==> config.mk <==
export PLATFORM = sky130hd
export DESIGN_NAME = control_fsm
export DESIGN_NICKNAME = d
export VERILOG_FILES = /design/src/rtl/mips_ctrl_pkg.sv /design/src/rtl/control_fsm.sv
export SDC_FILE = /design/constraint.sdc
export NUM_CORES = 1
export LEC_CHECK = 0
export CORE_MARGIN = 2
export CORE_UTILIZATION = 45
export CTS_CLUSTER_DIAMETER = 150
export DETAILED_ROUTE_END_ITERATION = 8
export GPL_TIMING_DRIVEN = 0
export PLACE_DENSITY = 0.69
export RECOVER_POWER = 100
export SLEW_MARGIN = 20
export SYNTH_ARGS = -nofsm -noshare
export SYNTH_HDL_FRONTEND = slang
export SYNTH_SLANG_ARGS = --single-unit
==> constraint.sdc <==
create_clock -name clock -period 2.6 [get_ports clock]
set_input_delay 0.39 -clock clock [delete_from_list [all_inputs] [get_ports clock]]
set_output_delay 0.39 -clock clock [all_outputs]
set_load 0.02 [all_outputs]
==> src/rtl/mips_ctrl_pkg.sv <==
// Shared MIPS control constants: opcodes, FSM states, ALUOp codes.
// Also used by ALU control; control bundle and per-state decode live here.
package mips_ctrl_pkg;

  localparam logic [5:0] OP_R    = 6'h00;
  localparam logic [5:0] OP_J    = 6'h02;
  localparam logic [5:0] OP_BEQ  = 6'h04;
  localparam logic [5:0] OP_BNE  = 6'h05;
  localparam logic [5:0] OP_LDI  = 6'h0F;
  localparam logic [5:0] OP_LW   = 6'h23;
  localparam logic [5:0] OP_SW   = 6'h2B;
  localparam logic [5:0] OP_HALT = 6'h3F;

  localparam logic [2:0] ALU_FUNCT = 3'b000;
  localparam logic [2:0] ALU_PASS  = 3'b001;
  localparam logic [2:0] ALU_LDI   = 3'b011;
  localparam logic [2:0] ALU_BEQ   = 3'b100;
  localparam logic [2:0] ALU_BNE   = 3'b101;

  localparam logic [1:0] PC_ALU    = 2'b00;
  localparam logic [1:0] PC_BRANCH = 2'b01;
  localparam logic [1:0] PC_JUMP   = 2'b10;

  localparam logic [1:0] SRCB_REG  = 2'b00;
  localparam logic [1:0] SRCB_ONE  = 2'b01;
  localparam logic [1:0] SRCB_IMM  = 2'b10;

  typedef enum logic [3:0] {
    S_FETCH,
    S_DECODE,
    S_EXEC_R,
    S_EXEC_LDI,
    S_MEM_ADDR,
    S_MEM_RD,
    S_MEM_WB,
    S_MEM_WR,
    S_BRANCH,
    S_JUMP,
    S_WB_ALU,
    S_HALT
  } state_t;

  typedef struct packed {
    logic       pc_write;
    logic       pc_write_cond;
    logic       mem_read;
    logic       mem_write;
    logic       iord;
    logic       reg_write;
    logic       reg_dst;
    logic       mem_to_reg;
    logic       alu_src_a;
    logic       halted;
    logic [1:0] pc_source;
    logic [1:0] alu_src_b;
    logic [2:0] aluop;
  } ctrl_t;

  localparam ctrl_t CTRL_RST = '{aluop: ALU_PASS, default: '0};

  function automatic logic is_known(logic [5:0] op);
    return op inside {OP_R, OP_J, OP_BEQ, OP_BNE,
                      OP_LDI, OP_LW, OP_SW, OP_HALT};
  endfunction

  // Registered part of the Moore outputs for a state.
  function automatic ctrl_t state_outs(state_t s, logic [5:0] op);
    ctrl_t c;
    c = CTRL_RST;
    case (s)
      S_FETCH: begin
        c.mem_read  = 1'b1;
        c.alu_src_b = SRCB_ONE;
      end
      S_EXEC_R: begin
        c.alu_src_a = 1'b1;
        c.aluop     = ALU_FUNCT;
      end
      S_EXEC_LDI: begin
        c.alu_src_a = 1'b1;
        c.alu_src_b = SRCB_IMM;
        c.aluop     = ALU_LDI;
      end
      S_WB_ALU: begin
        c.reg_write = 1'b1;
        c.reg_dst   = (op == OP_R);
      end
      S_MEM_ADDR: c.alu_src_a = 1'b1;
      S_MEM_RD: begin
        c.mem_read = 1'b1;
        c.iord     = 1'b1;
      end
      S_MEM_WB: begin
        c.reg_write  = 1'b1;
        c.mem_to_reg = 1'b1;
      end
      S_MEM_WR: begin
        c.mem_write = 1'b1;
        c.iord      = 1'b1;
      end
      S_BRANCH: begin
        c.alu_src_a     = 1'b1;
        c.pc_write_cond = 1'b1;
        c.pc_source     = PC_BRANCH;
        c.aluop         = (op == OP_BNE) ? ALU_BNE : ALU_BEQ;
      end
      S_JUMP: begin
        c.pc_write  = 1'b1;
        c.pc_source = PC_JUMP;
      end
      S_HALT: c.halted = 1'b1;
      default: ;
    endcase
    return c;
  endfunction

endpackage

==> src/rtl/control_fsm.sv <==
// Multi-cycle MIPS control FSM: state register, next-state and output decode.
// Outputs are registered from the next state; only fetch strobes and illegal follow inputs.
module control_fsm
  import mips_ctrl_pkg::*;
(
  input  logic       clock,
  input  logic       reset_n,
  input  logic [5:0] opcode,
  input  logic       mem_ready,
  output logic       ir_write,
  output logic       pc_write,
  output logic       pc_write_cond,
  output logic       mem_read,
  output logic       mem_write,
  output logic       iord,
  output logic       reg_write,
  output logic       reg_dst,
  output logic       mem_to_reg,
  output logic       alu_src_a,
  output logic [1:0] pc_source,
  output logic [1:0] alu_src_b,
  output logic [2:0] ALUOp,
  output logic       halted,
  output logic       illegal
);

  state_t     state;
  state_t     nxt;
  logic       run;
  logic [5:0] op_q;
  logic [5:0] op_eff;
  ctrl_t      ctl;
  logic       fetch_done;

  assign op_eff = (state == S_DECODE) ? opcode : op_q;

  always_comb begin
    nxt = state;
    if (!run) begin
      nxt = S_FETCH;
    end else begin
      case (state)
        S_FETCH:    if (mem_ready) nxt = S_DECODE;
        S_DECODE: begin
          unique case (1'b1)
            (opcode == OP_R):    nxt = S_EXEC_R;
            (opcode == OP_LDI):  nxt = S_EXEC_LDI;
            (opcode == OP_LW ||
             opcode == OP_SW):   nxt = S_MEM_ADDR;
            (opcode == OP_BEQ ||
             opcode == OP_BNE):  nxt = S_BRANCH;
            (opcode == OP_J):    nxt = S_JUMP;
            (opcode == OP_HALT): nxt = S_HALT;
            default:             nxt = S_FETCH;
          endcase
        end
        S_EXEC_R,
        S_EXEC_LDI: nxt = S_WB_ALU;
        S_MEM_ADDR: nxt = (op_q == OP_SW) ? S_MEM_WR : S_MEM_RD;
        S_MEM_RD:   if (mem_ready) nxt = S_MEM_WB;
        S_MEM_WR:   if (mem_ready) nxt = S_FETCH;
        S_HALT:     nxt = S_HALT;
        default:    nxt = S_FETCH;
      endcase
    end
  end

  // run holds off the first fetch until one clean edge after reset.
  always_ff @(posedge clock) begin
    if (!reset_n) begin
      run   <= 1'b0;
      state <= S_FETCH;
      op_q  <= '0;
      ctl   <= CTRL_RST;
    end else begin
      run   <= 1'b1;
      state <= nxt;
      ctl   <= state_outs(nxt, op_eff);
      if (state == S_DECODE) op_q <= opcode;
    end
  end

  assign fetch_done    = run & (state == S_FETCH) & mem_ready;
  assign ir_write      = fetch_done;
  assign pc_write      = ctl.pc_write | fetch_done;
  assign pc_write_cond = ctl.pc_write_cond;
  assign mem_read      = ctl.mem_read;
  assign mem_write     = ctl.mem_write;
  assign iord          = ctl.iord;
  assign reg_write     = ctl.reg_write;
  assign reg_dst       = ctl.reg_dst;
  assign mem_to_reg    = ctl.mem_to_reg;
  assign alu_src_a     = ctl.alu_src_a;
  assign pc_source     = ctl.pc_source;
  assign alu_src_b     = ctl.alu_src_b;
  assign ALUOp         = ctl.aluop;
  assign halted        = ctl.halted;
  assign illegal       = (state == S_DECODE) & ~is_known(opcode);

endmodule

==> results list, run 1 <==
- Result of the run: complete, but fails checks
- Failing checks: DRC
- Row generation in the floorplan step produced 19 rows.
- Overall Global Routing Usage: 0.180
* Reported max-cap violation count: 0
* Post-DP HPWL: 2170 um
- Max Slew Vio Count: 0
* Top Family by Delay on Critical Path: compound AO/OA/AOI/OAI gates
- 28 I/O pins were placed.
* Reg with most FFs: op_q
* Setup repair after global routing missed its margin: false
* Placer's final routability congestion estimate: 0.827
- DRT Wirelength: 2800 um
- Wire length of the first global-routing pass: 4780 um
* Req. time, crit path: 2860 ps
* Number of synthesized register bits: 26
- When the netlist entered floorplanning its net count stood at 159.
- Drt first-iter violations: 53
* Number of cells in the finished layout apart from fillers: 211
- Bufs on Longest Clock Path: 2
- VDD sags by at most 0.000378 V.
- STA puts the critical path data arrival time at 2740 ps.
* Floorplan Core Area: 2810 sq um
- Die Footprint: about 3400 sq um
- Port Buffers: 26
- Across the routed clock network, the largest skew measured is 9.38 ps.
- The critical path crosses 7 cells after its start point.
- Gate Count Post-Synth: 150
* Remaining number of nets flagged by the antenna check after routing: 0
- After global routing the overflow that remains totals 0.
* Cell Count Post-Placement: 207
- The worst hold path passes through 3 cells.
- Setup violators final: 0
* Critical Path Fanout Max: 6
- Number of buffers inserted by hold repair at cts: 0
- Mean post-synth cell area: 8.97 sq um
* Number of enable-type register cells in the synthesized netlist: 0
- The tightest min-delay check is of the in -> reg type.
* Synthesized cell area: about 1300 sq um
* Average vias per placed instance: 5.66
- WS Path Type: in -> reg
* Worst skew pair latency: 320 ps
- Distinct cell type count after synthesis: 49
- Power spread over the standard cell area amounts to 417 nW/um^2.
- Primary FF master, synth: dfxtp_1
* Relative slew margins: 0.488
- Power comes to 691 uW.
- In the finished design, the share of the clock period the worst path needs comes to 0.955.
- Reg-to-Reg End: mem_read$_SDFF_PN0_
- After detailed routing, the average wire length per cell comes to 13.3 um.
- The worst register-to-register path has a depth of 7.
- In this run the critical register-to-register path is launched from state[3]$_SDFF_PN0_.
* Final WS setup: 118 ps
* Tightest Pin Transition: 766 ps
- The number of buffers and inverters on the critical path is 1.
- Final hold violation count: 0
* Setup WS pre-CTS: -90.5 ps
* Startpoint types: input pin
- Of the cells placed in the final design, the portion with a size suffix greater than 1 is 0.150.
- Fraction of registers with async set/reset: 0
- Based on the critical path, the design can be clocked at up to 403 MHz.
* Area growth from synthesis to layout: 23.3%
- The net count of the finished layout is 190.
- Endpoint of the most critical setup path: ALUOp[0]$_SDFF_PN1_
* Timing startpoint of the critical path: opcode[1]
- Number of global-route vias before repair: 1,076
- Post CTS Setup Buffer Count: 0
- The setup check on the worst reg-to-reg path leaves a slack of roughly 330 ps.
* Total vias in the final route: 1,194
- Effective utilization at floorplan: 0.479
- The largest individual stage delay along the critical path comes from the cell dlygate4sd3_1.
- The cell sitting at the root of the clock tree is a clkbuf_4.
- TritonCTS built the clock tree.
* Worst stage delay on the critical path: 620 ps
- CTS built an H-tree with a depth of 1.
- The initial antenna violation count is 0.
- After detailed routing, the number of remaining DRC violations is 1.
- Pin count of the biggest net entering global routing: 15
* Fin crit period: around 2500 ps
- Ant diodes: 0
- The share of the Yosys chip area taken by registers is 0.387.
* Synth warnings: 0
* Static power due to leakage: 0.000666 uW
- Horizontal die dimension: 58.7 um
- Measured along the y axis, the die boundary spans 58.7 um.
- Leaving out fill and tap cells, the most frequent cell in the layout is dfxtp_1.
- Final Core Density: 0.591
- Clock tree synthesis inserted a total of 3 buffers.
* Sort of element at the end of the critical path: flip-flop
- Clock transition at the registers of the reported paths: 120 ps
- Commonest non-fill, non-tap cells in the layout: dfxtp_1 (26), dlygate4sd3_1 (20), nand2_1 (16), nor2_1 (12), a21oi_1 (11)
* Number of clock sinks seen by CTS: 26
* Flip-flop count of the largest register, all copies and words added: 6
* First drt pass iteration count: 6
- The critical path goes through dlygate4sd3_1 -> nor4_1 -> a32oi_1 -> o32ai_4 -> o211ai_1 -> a221o_1 -> nand4_2.
==> synth_stat cells, types with 2 or more instances <==
| cell | number | area, sq um |
|---|---|---|
| mux2i_1 | 2 | 20.0 |
| buf_4 | 7 | 52.6 |
| buf_2 | 4 | 20.0 |
| nor4b_1 | 2 | 17.5 |
| nand3_1 | 4 | 20.0 |
| o41ai_1 | 2 | 17.5 |
| nand4b_1 | 2 | 17.5 |
| nor2b_1 | 3 | 18.8 |
| nand2_1 | 16 | 60.1 |
| nor4_1 | 3 | 18.8 |
| nor3_1 | 7 | 35.0 |
| o21a_1 | 2 | 15.0 |
| nor2_1 | 12 | 45.0 |
| dfxtp_1 | 26 | 521 |
| nand2b_1 | 5 | 31.3 |
| inv_1 | 6 | 22.5 |
| o21ai_0 | 5 | 25.0 |
| nor4bb_1 | 2 | 20.0 |
| a21oi_1 | 10 | 50.1 |
==> power breakdown <==
| group | leakage, uW | internal (uW) | switching [uW] |
|---|---|---|---|
| Combinational | 0.000434 | 38.2 | 49.0 |
| Sequential | 0.000211 | 406 | 4.76 |
| Clock | 0.0000210 | 85.6 | 108 |
==> tightest hold or removal path, delay by kind of cell <==
family / cells / cell delay, ps
and+or+nand+nor: 1 / 80
AOI/OAI and AO/OA: 1 / 60
buffers and inverters: 1 / 160
==> timing repair <==
action / CTS / global route
resized for setup: 3 / 2
setup endpoints to repair: 1 / 1
gates cloned: 0 / 0
==> how the worst min path moves through the flow <==
stage,startpoint,endpoint,slack (ps)
after floorplan,reset_n,run$_DFF_P_,420
after global placement,op_q[1]$_SDFF_PN0_,op_q[1]$_SDFF_PN0_,460
after CTS,opcode[2],op_q[2]$_SDFF_PN0_,390
final,opcode[2],op_q[2]$_SDFF_PN0_,410
after global routing,opcode[2],op_q[2]$_SDFF_PN0_,400
after detailed placement,op_q[1]$_SDFF_PN0_,op_q[1]$_SDFF_PN0_,460
==> kinds of logic after synthesis <==
logic type / Yosys count / synth area share
DFF: 26 / 0.387
xor gates and xnor gates: 1 / 0.00651
buffers and inverters: 20 / 0.0856
AOI/OAI and AO/OA: 33 / 0.188
muxes: 3 / 0.0260
and+or+nand+nor: 67 / 0.307
==> metrics by stage <==
step | hold slack [ps] | setup TNS, ps | area [sq um]
after floorplan | 418 | 0 | 1350
after global placement | 457 | -113 | 1640
after detailed placement | 459 | -116 | 1640
after CTS | 394 | 0 | 1680
after global routing | 400 | 0 | 1660
final | 414 | 0 | 1660
==> metal layers <==
| metal | part of all wire | wire length [um] | GRT usage |
|---|---|---|---|
| met1 | 0.47 | 1320 | 0.250 |
| met5 | 0 | 0 | 0 |
| met3 | 0.041 | 116 | 0.0484 |
| met4 | 0 | 0 | 0.0292 |
| met2 | 0.49 | 1360 | 0.287 |
==> final cells by class <==
cell class | count | area, sq um
fillers | 280 | 1150
multi-input cells | 104 | 693
plain buffers | 14 | 92.6
flip-flops and latches | 26 | 520
inverters | 6 | 22.5
well taps | 31 | 38.8
clock buffers | 4 | 36.3
repair buffers | 26 | 255
Note: power is estimated with default switching activity, not from simulation.
==> run 2: changes to the inputs <==
CORE_ASPECT_RATIO = 1.25   (was unset)
CORE_UTILIZATION = 30   (was 45)
PLACE_DENSITY = 0.49   (was 0.69)
==> run 2 against run 1 <==
Effect of this change:
- the flow now finishes without violations
- critical path depth did not move
- register-to-register slack gained 50 ps
- combinational power up 2%
- flip-flop and latch count unchanged
- non-clock buffer count unchanged
- clock skew down 2.6 ps
- wire length rose by 9.6%
- setup slack gained 46 ps
- critical path type unchanged
==> results list, run 2 (synthesized netlist as in run 1, its figures left out) <==
* Total CTS buffers: 3
* Ant diodes: 0
- Headroom to the max-slew limit came out at 0.479.
- Layout cell share with drive strength beyond 1: 0.156
- TritonCTS clock tree: done
- Number of cells in the finished layout apart from fillers: 238
* Timing startpoint of the critical path: opcode[0]
* Type of the tightest min-delay check: in -> reg
- Leading cell type in the layout, fill and taps excluded: dfxtp_1
* Arrival time of the worst setup path: between 2000 and 3000 ps
- Fill cells in the final layout number approximately 440.
- Core Rows: 27
- The die is 63.9 um wide.
- For the worst-skew pair, the clock arrives at the later sink with an insertion delay of between 200 and 300 ps.
* Reported max-cap violation count: 0
- Fin crit period: 2440 ps
- The number of global-route vias before repair is 1,138.
* Average vias per placed instance: 5.02
- The analysis attributes to cell leakage a power of 0.000684 uW.
- Setup violators final: 0
- Flip-flop count of the largest register, all copies and words added: 6
- In this run the vertical extent of the chip is ~80 um.
- Sort of element at the end of the critical path: flip-flop
- Counting instances, the worst hold path has a depth of 3.
- Measured in cells, the most critical reg-to-reg path has a length of 7.
- Counting both buffers and inverters, the worst setup path holds a total of 1.
- The startpoint identified for the worst register-to-register timing path is state[3]$_SDFF_PN0_.
- The critical path in this run is classified as in -> reg.
- H-tree levels: 1
- Slowest cell on crit path: dlygate4sd3_1
- In this run the post-CTS setup repair buffer count came out at 0.
- Dividing the detail-routed wire length by the instance count gives 12.9 um.
- Startpoint of the most critical hold path: opcode[2]
- Pwr/cell area: approximately 480 nW/um^2
- Number of clock sinks seen by CTS: 26
- Clock skew on the completed layout was measured at 6.76 ps.
* I/O pin count: 28
- Startpoint types: input pin
- The routed layout has 1,195 vias.
- The clock passes through at most 2 buffers.
* Share of the clock period used by the worst path after layout: 0.937
* Remaining number of nets flagged by the antenna check after routing: 0
- For the pin with the worst max-slew slack, the measured transition is slightly below 800 ps.
* Critical Path Fanout Max: 6
- Derived from the worst setup path, the maximum achievable clock frequency is 411 MHz.
- Global routing finished with a remaining overflow of 0.
- DRC errors left: 0
* Power Total: 823 uW
- Drt first-iter violations: 21
* Placer's final routability congestion estimate: approximately 0.85
- Critical Path, Cell by Cell: dlygate4sd3_1 -> nand2_1 -> or3_1 -> a21oi_2 -> o21a_1 -> mux2_1 -> nand4_2
- Port Buffers: 26
* Final hold violation count: 0
- Result of the run: finished clean
* Number of buffers inserted by hold repair at cts: 0
- Commonest non-fill, non-tap cells in the layout: dfxtp_1 (26), dlygate4sd3_1 (20), nand2_1 (16), nor2_1 (12), a21oi_1 (10)
* Total area of multi-input combinational cells: about 700 sq um
- For this run, the post-layout net count is 190.
* Floorplan Core Area: 4360 sq um
- The die covers 5040 sq um.
* Top Family by Delay on Critical Path: simple AND/OR/NAND/NOR gates
- Clock root buffer: clkbuf_8
- Post-DP HPWL: 2410 um
* Largest vdd supply drop: approximately 0.0003 V
- Area of all sequential standard cells: 520 sq um
- The number of slew-limit violations in the final report is 0.
- Pin count of the biggest net entering global routing: 16
* Wire length of the first global-routing pass: approximately 5200 um
* Effective utilization at floorplan: 0.309
* Req. time, crit path: between 2000 and 3000 ps
* DRT Wirelength: 3070 um
- op_q holds more flip-flops than any other register.
- Compared with the post-synthesis result, the final layout area differs by 28.7%.
* Antenna violations before repair: 0
- The number of placed instances, taps included, is 234.
- The largest single stage delay on the critical path is around 660 ps.
- For this run, the total global-route usage over all layers was measured as 0.131.
* First drt pass iteration count: 4
- Setup repair after global routing missed its margin: false
* Clock transition at the registers of the reported paths: about 90 ps
* Worst path depth: 7
-- run 2: report_power, final --
group,switching [uW],internal (uW)
logic,51.0,38.0
registers,4.91,405
clock network,118,206
total,174,649
-- run 2: worst register-to-register path: stages, from the launching register on --
cell,delay [ps]
dfxtp_1,320
buf_2,170
nor4b_2,710
nand2_1,180
nor2_1,280
o21ai_2,190
mux2i_1,160
nor3_1,150
-- run 2: through the flow --
stage / setup TNS [ps] / util / cell area (sq um) / hold WS (ps) / setup slack, ps
2_1_floorplan: 0 / - / 1350 / 418 / 317
3_3_place_gp: -263 / 0.385 / 1680 / 464 / -155
3_5_place_dp: -162 / 0.385 / 1680 / 466 / -82.6
4_1_cts: 0 / 0.401 / 1750 / 459 / 52.8
5_1_grt: 0 / 0.397 / 1730 / 495 / 38.5
6_report: 0 / 0.397 / 1730 / 465 / 165
-- run 2: worst paths after layout --
path	endpoint	slack [ps]
setup / recovery	ALUOp[0]$_SDFF_PN1_	160
setup reg to reg	mem_read$_SDFF_PN0_	380
hold / removal	op_q[2]$_SDFF_PN0_	470
hold reg to reg	op_q[1]$_SDFF_PN0_	480
-- run 2: what timing repair did --
action                                  CTS  global route
hold endpoints to repair                  0             0
endpoints found under the setup margin    1             1
resized for setup                         1             3
-- run 2: cell type report --
| cell class | count | area share |
|---|---|---|
| clock buffers | 3 | 0.0238 |
| plain buffers | 14 | 0.0535 |
| inverters | 6 | 0.0130 |
| flip-flops and latches | 26 | 0.301 |
| clock inverters | 1 | 0.0173 |
| repair buffers | 26 | 0.147 |
| multi-input cells | 104 | 0.402 |
| well taps | 58 | 0.0419 |
-- run 2: layer usage --
layer	GRT usage	wire length, um
met2	0.238	1590
met4	0.0609	89
met5	0	0
met3	0.0184	136
met1	0.148	1250
